<file path="src/rtl/fetch_ctrl.sv">
`default_nettype none
// fetch_ctrl: instruction fetch controller with one request in flight at a time
// and a single buffered slot presented to decode.
module fetch_ctrl #(
    parameter logic [31:0] RESET_PC = 32'hbfc0_0000
) (
    input  logic        clk,
    input  logic        resetn,
    input  logic        redirect_valid,
    input  logic [31:0] redirect_pc,
    input  logic        f_stall,
    output logic        ireq_valid,
    output logic [31:0] ireq_addr,
    input  logic        ireq_addr_ok,
    input  logic        iresp_data_ok,
    input  logic [31:0] iresp_data,
    output logic        inst_valid,
    output logic [31:0] inst_pc,
    output logic [31:0] inst,
    output logic        inst_exc
);

    typedef enum logic [1:0] {
        S_REQ  = 2'd0,
        S_WAIT = 2'd1,
        S_HOLD = 2'd2
    } state_t;

    state_t      state_q, state_d;
    logic [31:0] pc_q, pc_d;
    logic        stale_q, stale_d;
    logic [31:0] inst_q, inst_d;
    logic [31:0] inst_pc_q, inst_pc_d;
    logic        inst_exc_q, inst_exc_d;
    logic        pc_misaligned;

    assign pc_misaligned = |pc_q[1:0];

    always_ff @(posedge clk or negedge resetn) begin
        if (!resetn) begin
            state_q    <= S_REQ;
            pc_q       <= RESET_PC;
            stale_q    <= 1'b0;
            inst_q     <= 32'h0;
            inst_pc_q  <= 32'h0;
            inst_exc_q <= 1'b0;
        end else begin
            state_q    <= state_d;
            pc_q       <= pc_d;
            stale_q    <= stale_d;
            inst_q     <= inst_d;
            inst_pc_q  <= inst_pc_d;
            inst_exc_q <= inst_exc_d;
        end
    end

    always_comb begin
        state_d    = state_q;
        pc_d       = pc_q;
        stale_d    = stale_q;
        inst_d     = inst_q;
        inst_pc_d  = inst_pc_q;
        inst_exc_d = inst_exc_q;

        case (state_q)
            S_REQ: begin
                if (redirect_valid) begin
                    pc_d = redirect_pc;
                    // A request accepted in this same cycle is still in flight; its data must be dropped.
                    if (!pc_misaligned && ireq_addr_ok) begin
                        stale_d = 1'b1;
                        state_d = S_WAIT;
                    end
                end else if (pc_misaligned) begin
                    inst_d     = 32'h0;
                    inst_pc_d  = pc_q;
                    inst_exc_d = 1'b1;
                    state_d    = S_HOLD;
                end else if (ireq_addr_ok) begin
                    state_d = S_WAIT;
                end
            end
            S_WAIT: begin
                if (redirect_valid) begin
                    pc_d = redirect_pc;
                    if (iresp_data_ok) begin
                        stale_d = 1'b0;
                        state_d = S_REQ;
                    end else begin
                        stale_d = 1'b1;
                    end
                end else if (iresp_data_ok) begin
                    if (stale_q) begin
                        stale_d = 1'b0;
                        state_d = S_REQ;
                    end else begin
                        inst_d     = iresp_data;
                        inst_pc_d  = pc_q;
                        inst_exc_d = 1'b0;
                        state_d    = S_HOLD;
                    end
                end
            end
            S_HOLD: begin
                if (redirect_valid) begin
                    pc_d    = redirect_pc;
                    state_d = S_REQ;
                end else if (!f_stall) begin
                    pc_d    = pc_q + 32'd4;
                    state_d = S_REQ;
                end
            end
            default: begin
                state_d = S_REQ;
            end
        endcase
    end

    // Gating with resetn keeps the request line low for the whole reset interval.
    assign ireq_valid = resetn && (state_q == S_REQ) && !pc_misaligned;
    assign ireq_addr  = pc_q;
    assign inst_valid = (state_q == S_HOLD);
    assign inst       = inst_q;
    assign inst_pc    = inst_pc_q;
    assign inst_exc   = inst_exc_q;

endmodule
`default_nettype wire

</file>
<file path="config.mk">
export PLATFORM = sky130hd
export DESIGN_NAME = fetch_ctrl
export DESIGN_NICKNAME = d
export VERILOG_FILES = /design/src/rtl/fetch_ctrl.sv
export SDC_FILE = /design/constraint.sdc
export NUM_CORES = 1
export LEC_CHECK = 0
export ABC_AREA = 1
export BUFFER_PORTS_ARGS = -buffer_cell sky130_fd_sc_hd__buf_2
export CORE_MARGIN = 2
export CORE_UTILIZATION = 51
export CTS_BUF_LIST = sky130_fd_sc_hd__clkbuf_8 sky130_fd_sc_hd__clkbuf_16
export CTS_CLUSTER_SIZE = 28
export DETAILED_ROUTE_END_ITERATION = 10
export PLACE_DENSITY = 0.81
export RECOVER_POWER = 100
export SLEW_MARGIN = 15
export SYNTH_ARGS = -nofsm -noshare
export SYNTH_HDL_FRONTEND = slang
export SYNTH_SLANG_ARGS = --single-unit
</file>
<file path="constraint.sdc">
create_clock -name clk -period 1.65 [get_ports clk]
set_input_delay 0 -clock clk [delete_from_list [all_inputs] [get_ports clk]]
set_output_delay 0 -clock clk [all_outputs]
set_load 0.05 [all_outputs]
</file>
* After elaboration in Yosys (flattened, before gate mapping)
Cells that the tools add are included.
** Storage, ports and cells
- Bits in registers :: 100
- Bits of input ports :: 70
- Output and inout bits :: 99
- Word-level logic and storage cells :: 73
** Cells by class
- Add/subtract/negate cells :: 1
- Equality and inequality tests :: 14
- Muxes and demuxes :: 39
- Reduce and logical (&&, ||, !) cells :: 13
** Operators by type and width (count)
- two-way mux 32 bit :: 13
- case mux 32 bit (2 select lines) :: 3
- adder 32 x 3 -> 32 bit, second input constant :: 1
- two-way mux 2 bit :: 10
- inequality test 2 bit, second input constant :: 7
- two-way mux 1 bit :: 10
- inequality test 3 bit, second input constant :: 3
- AND reduction 4 bit :: 2
- case mux 2 bit (3 select lines) :: 1
- AND reduction 6 bit :: 1
- inequality test 4 bit, second input constant :: 1
- case mux 1 bit (2 select lines) :: 2
- nonzero test 2 bit :: 2
- OR reduction 2 bit :: 2
- logical AND 1 bit :: 3
- AND reduction 3 bit :: 1
- equality test 2 x 1 -> 1 bit, second input constant :: 1
- equality test 2 bit, second input constant :: 1
- zero test 2 bit :: 1
- inequality test 2 x 1 -> 1 bit, second input constant :: 1
- zero test 1 bit :: 1

* Logic depth before layout (Yosys ltp)
- Depth after elaboration :: 6
- Depth in mapped cells :: 11
- Mapped depth without buffers :: 10

* Least setup slack after synthesis
OpenSTA, ideal clock, no wires.
- Path type :: register -> register
- From :: register pc_q[3], in the netlist ireq_addr[3]
- To :: register pc_q[14], in the netlist ireq_addr[14]
- Library setup time :: 113 ps
- Data arrival time :: 1792 ps
- Required time :: 1537 ps
- Slack :: -255 ps
- Cell stages (with the launch flop) :: 11
- Buffers on the path :: 0
- Period minus slack after synthesis :: 1905 ps
- Path through :: dfrtp_1 > ha_1 > nand2_1 > nor2_2 > nand2_1 > nor2_2 > nand3_1 > o21ai_0 > nand2_1 > nand2_1 > inv_1
** Between the ends
- Longest elaborated chain between the ends :: 4
** RTL lines
- start: declaration :: RTL line 30 : logic [31:0] pc_q, pc_d;
- start signal: assignment :: RTL line 49 : pc_q <= pc_d;
- adder 32 x 3 -> 32 bit :: RTL line 109 : pc_d = pc_q + 32'd4;
- two-way mux 32 bit :: RTL line 108 : end else if (!f_stall) begin
- two-way mux 32 bit :: RTL line 105 : if (redirect_valid) begin
- case mux 32 bit (2 select lines) :: RTL line 65 : case (state_q)
No other way between the ends. The select of a mux whose other input is x is not followed.
A chain may end at the register's enable or synchronous reset.

* Worst setup path in the final report
- From :: register state_q[0]
- To :: register pc_q[18], in the netlist ireq_addr[18]
** Between the ends
- Longest elaborated chain between the ends :: 4
- Elaborated cells between the ends (all ways) :: 9
- Classes of those cells :: 4 x eq/ne; 1 x mux; 4 x reduce/logical
** RTL lines
- start: declaration :: RTL line 29 : state_t state_q, state_d;
- start signal: assignment :: RTL line 48 : state_q <= state_d;
- equality test 2 x 1 -> 1 bit / zero test 2 bit (equally long branches) :: RTL line 65
- OR reduction 2 bit (no line)
- inequality test 2 x 1 -> 1 bit (no line) / nonzero test 2 bit (equally long branches)
- AND reduction 3 bit (no line)
Parallel ways exist; a longest one is shown, timed or not.

==> summary.md <==
| Metric | Value |
|---|---|
| DR vias/cell | 5.295 |
| Slew @ Worst Pin | 655.5 ps |
| Fin nets | 985 |
| Power Density | 1481 nW/um^2 |
| Fin. Hold Viols | 0 |
| Initial antenna violation count | 0 |
| Yosys top cell by area | dfrtp_1 |
| WP data required | 1930 ps |
| YS warnings | 0 |
| Slowest cell on the critical path | dfrtp_2 |
| Synth Instances | 667 |
| Crit. End Element | flip-flop |
| Num rows | 36 |
| Mapped Area | 5069 um^2 |
| Period utilisation layout | 97.29% |
| Die area | 10750 um^2 |
| Final setup vio count | 0 |
| Status | finished clean |
| Distinct cells, synth | 32 |
| DRT iter0 DRCs | 621 |
| Syn_area_per_cell | 7.599 um^2 |
| Max Cap Viol | 0 |
| Clk slew on worst S/H paths | 110 ps |
| Sequential fraction of the synthesis area | 49.59% |
| Largest net degree at the start of global routing | 101 |
| Antenna viol nets, final | 0 |
| Core Area | 9729 um^2 |
| Total power | 10.50 mW |
| CTS Buffer Depth | 2 |
| Vias | 5570 |
| Top cells by area, synth | dfrtp_1, nand2_1, o21ai_0 |
| Cells along the critical path | inv_4 -> nand2_4 -> nor2_4 -> nand2_2 -> nand2_4 -> inv_6 -> buf_12 -> o21a_1 -> nand2_1 -> nand2_1 |
| Max-slew headroom | 56.48% |
| CP top delay family | simple AND/OR/NAND/NOR gates |
| Residual DRC | 0 |
| Final slew viol count | 0 |
| Max H-tree Level | 3 |
| Non-Filler Instances | 1052 |
| Hold Crit Class | in2reg |
| Layout fillers | 798 |
| WL final | 17290 um |
| # diodes | 0 |
| TritonCTS buffer count | 9 |
| P_leak | 3.294 nW |
| Synth top area share | 44.93% |
| Clock Skew | 15.45 ps |
| CTS tree | built |
| WP data arrival | 1890 ps |
| Grt ovf | 0 |
| CP Launch Type | flip-flop |
| Syn nets | 738 |
| Vias in the first global route | 5356 |
| Initial Util | 52.10% |
| Clk root buf | clkbuf_8 |
| Placed insts | 958 |
| CP max stage delay | 470 ps |
| First-pass GRT wire length | 26820 um |
| Flops & latches, synth | 100 |
| Gpl congestion | 0.8753 |
| Die width | 103.7 um |
| Most frequent cells in the layout | nand2_1, buf_2, dfrtp_1 |
| Setup Crit Path Kind | reg2reg |
| Clk_lat worst skew | 380 ps |
| GRT Util Overall | 31.19% |
| Worst VDD drop | 0.7767 mV |
| Boundary Pins | 169 |
| Commonest non-fill, non-tap cell in the layout | nand2_1 |
| Period minus WS final | 1605 ps |
| Critical Path Fanout Max | 15 |
| DP HPWL | 10920 um |
| Unrepaired setup endpoints after global routing | yes |
| Sink Count | 100 |
| I/O Buffers | 168 |
| Die Ht | 103.7 um |
| Fmax achieved | 622.9 MHz |
| Pre-antenna DRT Iters | 6 |
| Buf/Inv on CP | 3 |
| Layout cells sized above 1 | 20.46% |
| Layout area overhead | 39.94% |
| Wirelength per Cell | 16.43 um |
[worst paths after layout]
check	start	endpoint	slack, ps	cells past startpoint
max in group asynchronous	resetn	ireq_addr[3]$_DFFE_PN0P_	950	3
min in group asynchronous	resetn	inst[0]$_DFFE_PN0P_	250	3
min reg2reg	inst_pc[18]$_DFFE_PN0P_	inst_pc[18]$_DFFE_PN0P_	500	2
min	redirect_pc[19]	ireq_addr[19]$_DFFE_PN0P_	9	6
max reg2reg	state_q[0]$_DFFE_PN0P_	ireq_addr[18]$_DFFE_PN0P_	40	10
max	state_q[0]$_DFFE_PN0P_	ireq_addr[18]$_DFFE_PN0P_	40	10
[Yosys cell counts, drive strengths merged]
| master | instances |
|---|---|
| a32o | 1 |
| dfstp | 9 |
| o22ai | 4 |
| xor2 | 1 |
| nand3 | 34 |
| buf | 22 |
| a22oi | 1 |
| dfrtp | 91 |
| nor2 | 63 |
| inv | 48 |
| o21ai | 84 |
| clkbuf | 7 |
| nand4 | 2 |
| and2 | 1 |
| nand2 | 259 |
| nand3b | 2 |
| o21a | 13 |
| a21oi | 17 |
| a31oi | 1 |
| or2 | 6 |
| ha | 1 |
[timing repair]
action,in CTS,in global routing
hold buffers,68,0
gates resized for setup,0,27
endpoints found under the hold margin,155,0
setup buffers,0,8
endpoints found under the setup margin,0,31
[kinds of logic after synthesis]
kind of cell               Yosys count  share of synthesized area [%]
AOI/OAI and AO/OA                  121                          12.94
xor gates and xnor gates             1                         0.1728
adders and majority gates            1                         0.2468
buffers and inverters               77                          7.504
DFF                                100                          49.59
and+or+nand+nor                    367                          29.55
[metal layers]
layer	routed length [um]	vias to the layer above	global-route usage, %
met5	0	-	0
met1	7345	2621	41.15
li1	-	2614	-
met3	1384	37	4.972
met4	360	0	10.81
met2	8199	298	52.60
[worst reg2reg max path, cell delays in order, from the launching register on]
cell and delay [ps]:
dfrtp_2 470, inv_4 100, nand2_4 60, nor2_4 210
nand2_2 120, nand2_4 100, inv_6 60, buf_12 150
o21a_1 140, nand2_1 70, nand2_1 40
[power by group]
group / internal (mW) / switching, mW
registers: 3.14 / 0.636
logic: 1.28 / 3.93
clock network: 0.574 / 0.948
total: 4.99 / 5.51
[registers in the layout, indices dropped and copies added, names as in the netlist]
signal     flops
inst          32
inst_exc       1
inst_pc       32
ireq_addr     32
stale_q        1
state_q        2
[per-stage QoR]
| step | hold WS, ps | cell area (um^2) | util, % | setup TNS, ps | setup WS [ps] |
|---|---|---|---|---|---|
| after floorplan | -295.6 | 5090 | - | -2.324 | -2.324 |
| after global placement | 142.6 | 6127 | 62.98 | 0 | 102.6 |
| after detailed placement | 151.0 | 6127 | 62.98 | 0 | 52.55 |
| after global routing | 41.99 | 7093 | 72.90 | -470.6 | -64.80 |
| after CTS | 3.942 | 6990 | 71.85 | 0 | 36.30 |
| final | 8.981 | 7093 | 72.90 | 0 | 44.66 |
[cell type report]
type | instances | area (um^2) | area share, %
sequential | 100 | 2527 | 35.63
inverter | 48 | 191.4 | 2.699
clock buffer | 9 | 123.9 | 1.746
timing repair buffer | 265 | 1793 | 25.28
tap | 133 | 166.4 | 2.346
clock inverter | 7 | 58.81 | 0.8291
multi-input combinational | 490 | 2232 | 31.47
(Power assumes the default switching activity.)
